### src/rtl/reindeer_pipeline_sequencer_pkg.sv
`default_nettype none
// ============================================================================
//  Module      : reindeer_pipeline_sequencer_pkg
//  Description : Shared types and constants for the Reindeer stage sequencer.
//                The eight sequencer states fit a 3-bit binary encoding
//                because both long waits (memory and mul/div) share one
//                wait state. A separate flag records which done input ends
//                the wait.
//  Revision    : 1.0 - initial release
// ============================================================================
package reindeer_pipeline_sequencer_pkg;

    localparam int c_TIMEOUT_BITS_DEFAULT = 8;

    typedef enum logic [2:0] {
        SEQ_IDLE   = 3'd0,
        SEQ_FETCH  = 3'd1,
        SEQ_DECODE = 3'd2,
        SEQ_EXEC   = 3'd3,
        SEQ_WAIT   = 3'd4,
        SEQ_WB     = 3'd5,
        SEQ_SLEEP  = 3'd6,
        SEQ_TRAP   = 3'd7
    } seq_state_t;

endpackage
`default_nettype wire

### src/rtl/reindeer_pipeline_sequencer_if.sv
`default_nettype none
// ============================================================================
//  Module      : reindeer_pipeline_sequencer_if
//  Description : Control bundle between the stage sequencer (master) and the
//                core datapath / decode / interrupt logic (slave).
//  Revision    : 1.0 - initial release
// ============================================================================
interface reindeer_pipeline_sequencer_if;

    logic start;
    logic fetch_ack;
    logic ctl_LOAD;
    logic ctl_STORE;
    logic ctl_MUL_DIV;
    logic ctl_WFI;
    logic mem_done;
    logic mul_div_done;
    logic interrupt_pending;

    logic fetch_enable;
    logic decode_enable;
    logic exe_enable;
    logic mem_enable;
    logic wb_enable;
    logic trap_enable;
    logic wait_timeout;
    logic busy;

    modport master (
        input  start, fetch_ack, ctl_LOAD, ctl_STORE, ctl_MUL_DIV, ctl_WFI,
               mem_done, mul_div_done, interrupt_pending,
        output fetch_enable, decode_enable, exe_enable, mem_enable,
               wb_enable, trap_enable, wait_timeout, busy
    );

    modport slave (
        output start, fetch_ack, ctl_LOAD, ctl_STORE, ctl_MUL_DIV, ctl_WFI,
               mem_done, mul_div_done, interrupt_pending,
        input  fetch_enable, decode_enable, exe_enable, mem_enable,
               wb_enable, trap_enable, wait_timeout, busy
    );

endinterface
`default_nettype wire

### src/rtl/reindeer_wait_watchdog.sv
`default_nettype none
// ============================================================================
//  Module      : reindeer_wait_watchdog
//  Description : Saturating wait-cycle counter. Reads 0 in the first wait
//                cycle after a clear and advances once per enabled cycle.
//                The expired flag is raised while the count sits at its
//                all-ones maximum, so the wait is abandoned at the end of
//                the wait cycle in which the count reaches 2**TIMEOUT_BITS-1.
//  Revision    : 1.0 - initial release
// ============================================================================
module reindeer_wait_watchdog
    import reindeer_pipeline_sequencer_pkg::*;
#(
    parameter int TIMEOUT_BITS = c_TIMEOUT_BITS_DEFAULT
) (
    input  wire logic clk,
    input  wire logic reset,
    input  wire logic i_clear,
    input  wire logic i_enable,
    output logic      o_expired
);

    localparam logic [TIMEOUT_BITS-1:0] c_MAX = {TIMEOUT_BITS{1'b1}};

    logic [TIMEOUT_BITS-1:0] r_count;

    // Count wait cycles; clear has priority and the count holds at maximum
    always_ff @(posedge clk or posedge reset) begin
        if (reset) begin
            r_count <= '0;
        end else if (i_clear) begin
            r_count <= '0;
        end else if (i_enable && (r_count != c_MAX)) begin
            r_count <= r_count + 1'b1;
        end
    end

    assign o_expired = (r_count == c_MAX);

endmodule
`default_nettype wire

### src/rtl/reindeer_pipeline_sequencer.sv
`default_nettype none
// ============================================================================
//  Module      : reindeer_pipeline_sequencer
//  Description : Multi-cycle stage sequencer for the Reindeer core. It steps
//                one instruction at a time through fetch, decode, execute,
//                an optional memory or mul/div wait, and write-back, with
//                one-cycle registered enable strobes. It also handles WFI
//                sleep, interrupt entry and a wait watchdog.
//  Revision    : 1.0 - initial release
// ============================================================================
module reindeer_pipeline_sequencer
    import reindeer_pipeline_sequencer_pkg::*;
#(
    parameter int TIMEOUT_BITS = c_TIMEOUT_BITS_DEFAULT
) (
    input  wire logic clk,
    input  wire logic reset,
    input  wire logic sync_reset,
    reindeer_pipeline_sequencer_if.master bus
);

    seq_state_t r_state;
    logic       r_wait_is_mem;     // 1: wait ends on mem_done, 0: on mul_div_done
    logic       r_fetch_enable;
    logic       r_decode_enable;
    logic       r_exe_enable;
    logic       r_mem_enable;
    logic       r_wb_enable;
    logic       r_trap_enable;
    logic       r_wait_timeout;
    logic       r_busy;

    logic w_mem_op;
    logic w_wait_entry;
    logic w_wait_done;
    logic w_wd_expired;

    assign w_mem_op     = bus.ctl_LOAD | bus.ctl_STORE;
    assign w_wait_entry = (r_state == SEQ_EXEC) && (w_mem_op || bus.ctl_MUL_DIV);
    assign w_wait_done  = r_wait_is_mem ? bus.mem_done : bus.mul_div_done;

    // The clear lands on the edge that enters the wait, so the count is 0 in the first wait cycle
    reindeer_wait_watchdog #(
        .TIMEOUT_BITS (TIMEOUT_BITS)
    ) u_watchdog (
        .clk       (clk),
        .reset     (reset),
        .i_clear   (sync_reset | w_wait_entry),
        .i_enable  (r_state == SEQ_WAIT),
        .o_expired (w_wd_expired)
    );

    // Sequencer state machine; every strobe is registered and set only on entry to its state
    always_ff @(posedge clk or posedge reset) begin
        if (reset) begin
            r_state         <= SEQ_IDLE;
            r_wait_is_mem   <= 1'b0;
            r_fetch_enable  <= 1'b0;
            r_decode_enable <= 1'b0;
            r_exe_enable    <= 1'b0;
            r_mem_enable    <= 1'b0;
            r_wb_enable     <= 1'b0;
            r_trap_enable   <= 1'b0;
            r_wait_timeout  <= 1'b0;
            r_busy          <= 1'b0;
        end else begin
            r_fetch_enable  <= 1'b0;
            r_decode_enable <= 1'b0;
            r_exe_enable    <= 1'b0;
            r_mem_enable    <= 1'b0;
            r_wb_enable     <= 1'b0;
            r_trap_enable   <= 1'b0;
            r_wait_timeout  <= 1'b0;
            if (sync_reset) begin
                r_state       <= SEQ_IDLE;
                r_wait_is_mem <= 1'b0;
                r_busy        <= 1'b0;
            end else begin
                // Only IDLE without a start request leaves the sequencer idle
                r_busy <= !((r_state == SEQ_IDLE) && !bus.start);
                case (r_state)
                    SEQ_IDLE: begin
                        if (bus.start) begin
                            r_state        <= SEQ_FETCH;
                            r_fetch_enable <= 1'b1;
                        end
                    end
                    SEQ_FETCH: begin
                        if (bus.fetch_ack) begin
                            r_state         <= SEQ_DECODE;
                            r_decode_enable <= 1'b1;
                        end
                    end
                    SEQ_DECODE: begin
                        r_state      <= SEQ_EXEC;
                        r_exe_enable <= 1'b1;
                    end
                    SEQ_EXEC: begin
                        // Load/store wins over mul/div when decode flags both
                        if (w_mem_op) begin
                            r_state       <= SEQ_WAIT;
                            r_wait_is_mem <= 1'b1;
                            r_mem_enable  <= 1'b1;
                        end else if (bus.ctl_MUL_DIV) begin
                            r_state       <= SEQ_WAIT;
                            r_wait_is_mem <= 1'b0;
                        end else begin
                            r_state     <= SEQ_WB;
                            r_wb_enable <= 1'b1;
                        end
                    end
                    SEQ_WAIT: begin
                        // A done arriving in the expiry cycle still commits normally
                        if (w_wait_done) begin
                            r_state     <= SEQ_WB;
                            r_wb_enable <= 1'b1;
                        end else if (w_wd_expired) begin
                            r_state        <= SEQ_FETCH;
                            r_fetch_enable <= 1'b1;
                            r_wait_timeout <= 1'b1;
                        end
                    end
                    SEQ_WB: begin
                        if (bus.interrupt_pending) begin
                            r_state       <= SEQ_TRAP;
                            r_trap_enable <= 1'b1;
                        end else if (bus.ctl_WFI) begin
                            r_state <= SEQ_SLEEP;
                        end else begin
                            r_state        <= SEQ_FETCH;
                            r_fetch_enable <= 1'b1;
                        end
                    end
                    SEQ_SLEEP: begin
                        if (bus.interrupt_pending) begin
                            r_state       <= SEQ_TRAP;
                            r_trap_enable <= 1'b1;
                        end
                    end
                    SEQ_TRAP: begin
                        r_state        <= SEQ_FETCH;
                        r_fetch_enable <= 1'b1;
                    end
                    default: begin
                        r_state <= SEQ_IDLE;
                    end
                endcase
            end
        end
    end

    assign bus.fetch_enable  = r_fetch_enable;
    assign bus.decode_enable = r_decode_enable;
    assign bus.exe_enable    = r_exe_enable;
    assign bus.mem_enable    = r_mem_enable;
    assign bus.wb_enable     = r_wb_enable;
    assign bus.trap_enable   = r_trap_enable;
    assign bus.wait_timeout  = r_wait_timeout;
    assign bus.busy          = r_busy;

endmodule
`default_nettype wire

### src/flat_wrapper.sv
// flat-port wrapper written by rule: the top's interface ports become plain ports
module reindeer_pipeline_sequencer_flat import reindeer_pipeline_sequencer_pkg::*;
#(
    parameter int TIMEOUT_BITS = c_TIMEOUT_BITS_DEFAULT
)
  (clk, reset, sync_reset, bus_start, bus_fetch_ack, bus_ctl_LOAD, bus_ctl_STORE, bus_ctl_MUL_DIV, bus_ctl_WFI, bus_mem_done, bus_mul_div_done, bus_interrupt_pending, bus_fetch_enable, bus_decode_enable, bus_exe_enable, bus_mem_enable, bus_wb_enable, bus_trap_enable, bus_wait_timeout, bus_busy);
  reindeer_pipeline_sequencer_if bus_i ();
  input  wire logic clk;
  input  wire logic reset;
  input  wire logic sync_reset;
  input wire logic [$bits(bus_i.start)-1:0] bus_start;
  input wire logic [$bits(bus_i.fetch_ack)-1:0] bus_fetch_ack;
  input wire logic [$bits(bus_i.ctl_LOAD)-1:0] bus_ctl_LOAD;
  input wire logic [$bits(bus_i.ctl_STORE)-1:0] bus_ctl_STORE;
  input wire logic [$bits(bus_i.ctl_MUL_DIV)-1:0] bus_ctl_MUL_DIV;
  input wire logic [$bits(bus_i.ctl_WFI)-1:0] bus_ctl_WFI;
  input wire logic [$bits(bus_i.mem_done)-1:0] bus_mem_done;
  input wire logic [$bits(bus_i.mul_div_done)-1:0] bus_mul_div_done;
  input wire logic [$bits(bus_i.interrupt_pending)-1:0] bus_interrupt_pending;
  output wire logic [$bits(bus_i.fetch_enable)-1:0] bus_fetch_enable;
  output wire logic [$bits(bus_i.decode_enable)-1:0] bus_decode_enable;
  output wire logic [$bits(bus_i.exe_enable)-1:0] bus_exe_enable;
  output wire logic [$bits(bus_i.mem_enable)-1:0] bus_mem_enable;
  output wire logic [$bits(bus_i.wb_enable)-1:0] bus_wb_enable;
  output wire logic [$bits(bus_i.trap_enable)-1:0] bus_trap_enable;
  output wire logic [$bits(bus_i.wait_timeout)-1:0] bus_wait_timeout;
  output wire logic [$bits(bus_i.busy)-1:0] bus_busy;
  assign bus_i.start = bus_start;
  assign bus_i.fetch_ack = bus_fetch_ack;
  assign bus_i.ctl_LOAD = bus_ctl_LOAD;
  assign bus_i.ctl_STORE = bus_ctl_STORE;
  assign bus_i.ctl_MUL_DIV = bus_ctl_MUL_DIV;
  assign bus_i.ctl_WFI = bus_ctl_WFI;
  assign bus_i.mem_done = bus_mem_done;
  assign bus_i.mul_div_done = bus_mul_div_done;
  assign bus_i.interrupt_pending = bus_interrupt_pending;
  assign bus_fetch_enable = bus_i.fetch_enable;
  assign bus_decode_enable = bus_i.decode_enable;
  assign bus_exe_enable = bus_i.exe_enable;
  assign bus_mem_enable = bus_i.mem_enable;
  assign bus_wb_enable = bus_i.wb_enable;
  assign bus_trap_enable = bus_i.trap_enable;
  assign bus_wait_timeout = bus_i.wait_timeout;
  assign bus_busy = bus_i.busy;
  reindeer_pipeline_sequencer #(.TIMEOUT_BITS(TIMEOUT_BITS)) u_core (.clk(clk), .reset(reset), .sync_reset(sync_reset), .bus(bus_i));
endmodule
### config.mk
export PLATFORM = sky130hd
export DESIGN_NAME = reindeer_pipeline_sequencer_flat
export DESIGN_NICKNAME = d
export VERILOG_FILES = /design/src/rtl/reindeer_pipeline_sequencer_pkg.sv /design/src/rtl/reindeer_pipeline_sequencer_if.sv /design/src/rtl/reindeer_wait_watchdog.sv /design/src/rtl/reindeer_pipeline_sequencer.sv /design/src/flat_wrapper.sv
export SDC_FILE = /design/constraint.sdc
export NUM_CORES = 1
export LEC_CHECK = 0
export BUFFER_PORTS_ARGS = -buffer_cell sky130_fd_sc_hd__buf_2
export CAP_MARGIN = 25
export CORE_MARGIN = 3
export CORE_UTILIZATION = 50
export DETAILED_ROUTE_END_ITERATION = 10
export GPL_TIMING_DRIVEN = 1
export HOLD_SLACK_MARGIN = 0.1
export PLACE_DENSITY_LB_ADDON = 0.25
export SLEW_MARGIN = 20
export SYNTH_ARGS = -nofsm -noshare
export SYNTH_HDL_FRONTEND = slang
export SYNTH_HIERARCHICAL = 1
export SYNTH_SLANG_ARGS = --single-unit
export TNS_END_PERCENT = 10
### constraint.sdc
create_clock -name clk -period 2.7 [get_ports clk]
set_input_delay 0.54 -clock clk [delete_from_list [all_inputs] [get_ports clk]]
set_output_delay 0.54 -clock clk [all_outputs]
set_load 0.02 [all_outputs]
==> out/qor.yml <==
placed_design:
  dp.cells: 151
  place_hpwl_mm: 1.58
  dpl-instance-area_sq_um: 1190
  gp_congestion: 0.818
  dp_slack_ps: 844
  numPortBuffers: 19
critical_path:
  cpMaxStageDelayCell: "o21bai_1"
  worst_setup_path_end_kind: "flop"
  r2r_cells: 4
  slowest_delay_ps: 640
  worstPathRequired_ps: 2890
  path_max_fanout: 16
  r2r_slack_ps: 740
  start_kind: "flop"
  r2r-end: "u_core/u_watchdog/r_count[3]"
  timing.rr.start: "u_core/r_state[2]"
  path_cells: "nand3b_1, o21bai_1, nor2_1, mux2_4"
  worstSetupPathType: "reg -> reg"
  arrival_ps: 2140
route:
  dr.pass1.iters: 4
  num_vias: 921
  wl_per_cell_microns: 14.5
  ant_nets: 0
  avgViaCountPerCell: 5.94
  route.detailed.drc: 0
  first_iter_violations: 33
  routed_wl_mm: 2.24
power:
  leakage_uw: 0.000559
  p_per_area_nw_per_um2: 459
  peakVddDrop_mv: 0.301
sta:
  finalHoldViolCount: 0
  slew_violations: 0
  final.setup_skew_ps: 6.79
  min_period_ps: 1960
  rsz0062_at_grt: "false"
  slew_headroom: 0.490
  worst_pin_slew_ps: 763
  fmax_mhz: 511
  layout_setup_ws_ps: 744
  period_share: 0.724
  whs_ps: 181
  tns_ps: 0
  setup_viol: 0
synthesis:
  avgSynthCellArea_sq_um: 9.86
  synth-seq-cells: 20
  yosys_warnings: 6
  async_reset_ff_frac: 1.00
  synth_edf_count: 0
  ys.flop_type: "dfrtp_1"
  syn_inst: 112
  synth_area_sq_um: 1100
  synth_nets: 125
  ys_types: 44
  ys_seq_area_frac: 0.453
clock_tree:
  h-tree-depth: 1
  postCtsSetupRepairBufs: 0
  insertion_delay_ps: 300
  cts_buffers: 3
  cts_root_buf: "clkbuf_4"
  cts_sinks: 20
  cts_hold_buffers: 0
  post_cts_resized: 0
  cts_max_path_buffers: 2
  cts_tree: "done"
  clk_pin_slew_ps: 110
finish:
  final_cell_mix: "dfrtp_1 (20), buf_2 (19), nor2_1 (13), inv_1 (5), nor3_1 (5)"
  fin_nets: 142
  area_growth_pct: 10.6
  n_fill_cell: 179
  final_common_cell: "dfrtp_1"
  antenna_cells: 0
  drive_above_1_share: 0.234
  final_cell_area_sq_um: 1220
  final-instance-count-excl-fill: 155
global_route:
  grt_overflow: 0
  grt_max_degree: 17
  grt_pass1_wl_mm: 3.71
  grt.total_usage: 0.183
  grt_antenna_before_repair: 0
  first_global_vias: 833
run:
  drv_cap: 0
floorplanning:
  die-height_microns: 53.0
  core_sq_um: 2020
  dieArea_sq_um: 2810
  dieWidth_microns: 53.0
  rows: 16
  io_pins: 20
  initial_core_util: 0.546
worst_hold_path:
  hp-class: "in -> async"
outcome:
  status: "finished clean"
==> cell families after synthesis <==
family	Yosys count	share of synthesized area
muxes	5	0.0555
and+or+nand+nor	49	0.254
DFF	20	0.453
AOI/OAI and AO/OA	25	0.166
adders and majority gates	1	0.0113
buffers and inverters	12	0.0600
==> cell type report <==
type                       count  area, sq um  share of cell area
clock buffer                   4         36.3              0.0297
timing repair buffer          19         95.1              0.0778
inverter                       5         18.8              0.0154
sequential                    20          500               0.409
multi-input combinational     80          538               0.440
tap                           27         33.8              0.0276
==> per-layer routing <==
layer	global-route usage	vias to the layer above	wire length, microns
met4	0.0936	0	17
met1	0.254	431	1060
met5	0	-	0
met3	0.0254	2	179
met2	0.277	40	987
li1	-	448	-
==> per-stage QoR <==
stage                      util  total power (uW)
after floorplan               -               371
after global placement    0.587               391
after detailed placement  0.587               393
after CTS                 0.605               565
after global routing      0.605               590
final                     0.605               561
==> how the worst max path moves through the flow <==
stage	startpoint	slack, ps	to	depth (start not counted)
CTS	u_core/r_state[2]	800	u_core/u_watchdog/r_count[3]	4
global placement	u_core/r_state[2]	860	u_core/u_watchdog/r_count[5]	4
detailed placement	u_core/r_state[2]	840	u_core/u_watchdog/r_count[0]	4
floorplan	u_core/u_watchdog/r_count[0]	1030	u_core/r_state[0]	6
global route	u_core/r_state[2]	610	u_core/u_watchdog/r_count[3]	4
finish	u_core/r_state[2]	740	u_core/u_watchdog/r_count[3]	4
==> state kept, by name, indices dropped and copies added (netlist names) <==
| register | count |
|---|---|
| u_core/r_wait_is_mem | 1 |
| u_core/bus.mem_enable | 1 |
| u_core/bus.wb_enable | 1 |
| u_core/bus.decode_enable | 1 |
| u_core/bus.exe_enable | 1 |
| u_core/bus.wait_timeout | 1 |
| u_core/bus.trap_enable | 1 |
| u_core/bus.busy | 1 |
| u_core/r_state | 3 |
| u_core/bus.fetch_enable | 1 |
| u_core/u_watchdog/r_count | 8 |
==> report_power, final <==
part | switching, uW | internal [uW] | leakage [uW]
sequential | 12.7 | 308 | 0.000275
clock | 89.5 | 82.1 | 0.0000210
combinational | 43.1 | 25.4 | 0.000263
==> synthesized netlist by cell type (3+ instances only) <==
cell type   n  share of area
a211oi_1    3          0.020
a21oi_1     4          0.018
a31oi_1     3          0.017
buf_2       4          0.018
dfrtp_1    20           0.45
inv_1       5          0.017
nand2_1     4          0.014
nand2b_1    3          0.017
nand3_1     4          0.018
nor2_1     13          0.044
nor2b_1     3          0.017
nor3_1      5          0.023
==> critical path: cells and delay by family (launching register included) <==
family             cells  cell delay (ps)
muxes                  1              280
and+or+nand+nor        2              370
DFF                    1              550
AOI/OAI and AO/OA      1              640
(Power assumes the default switching activity.)
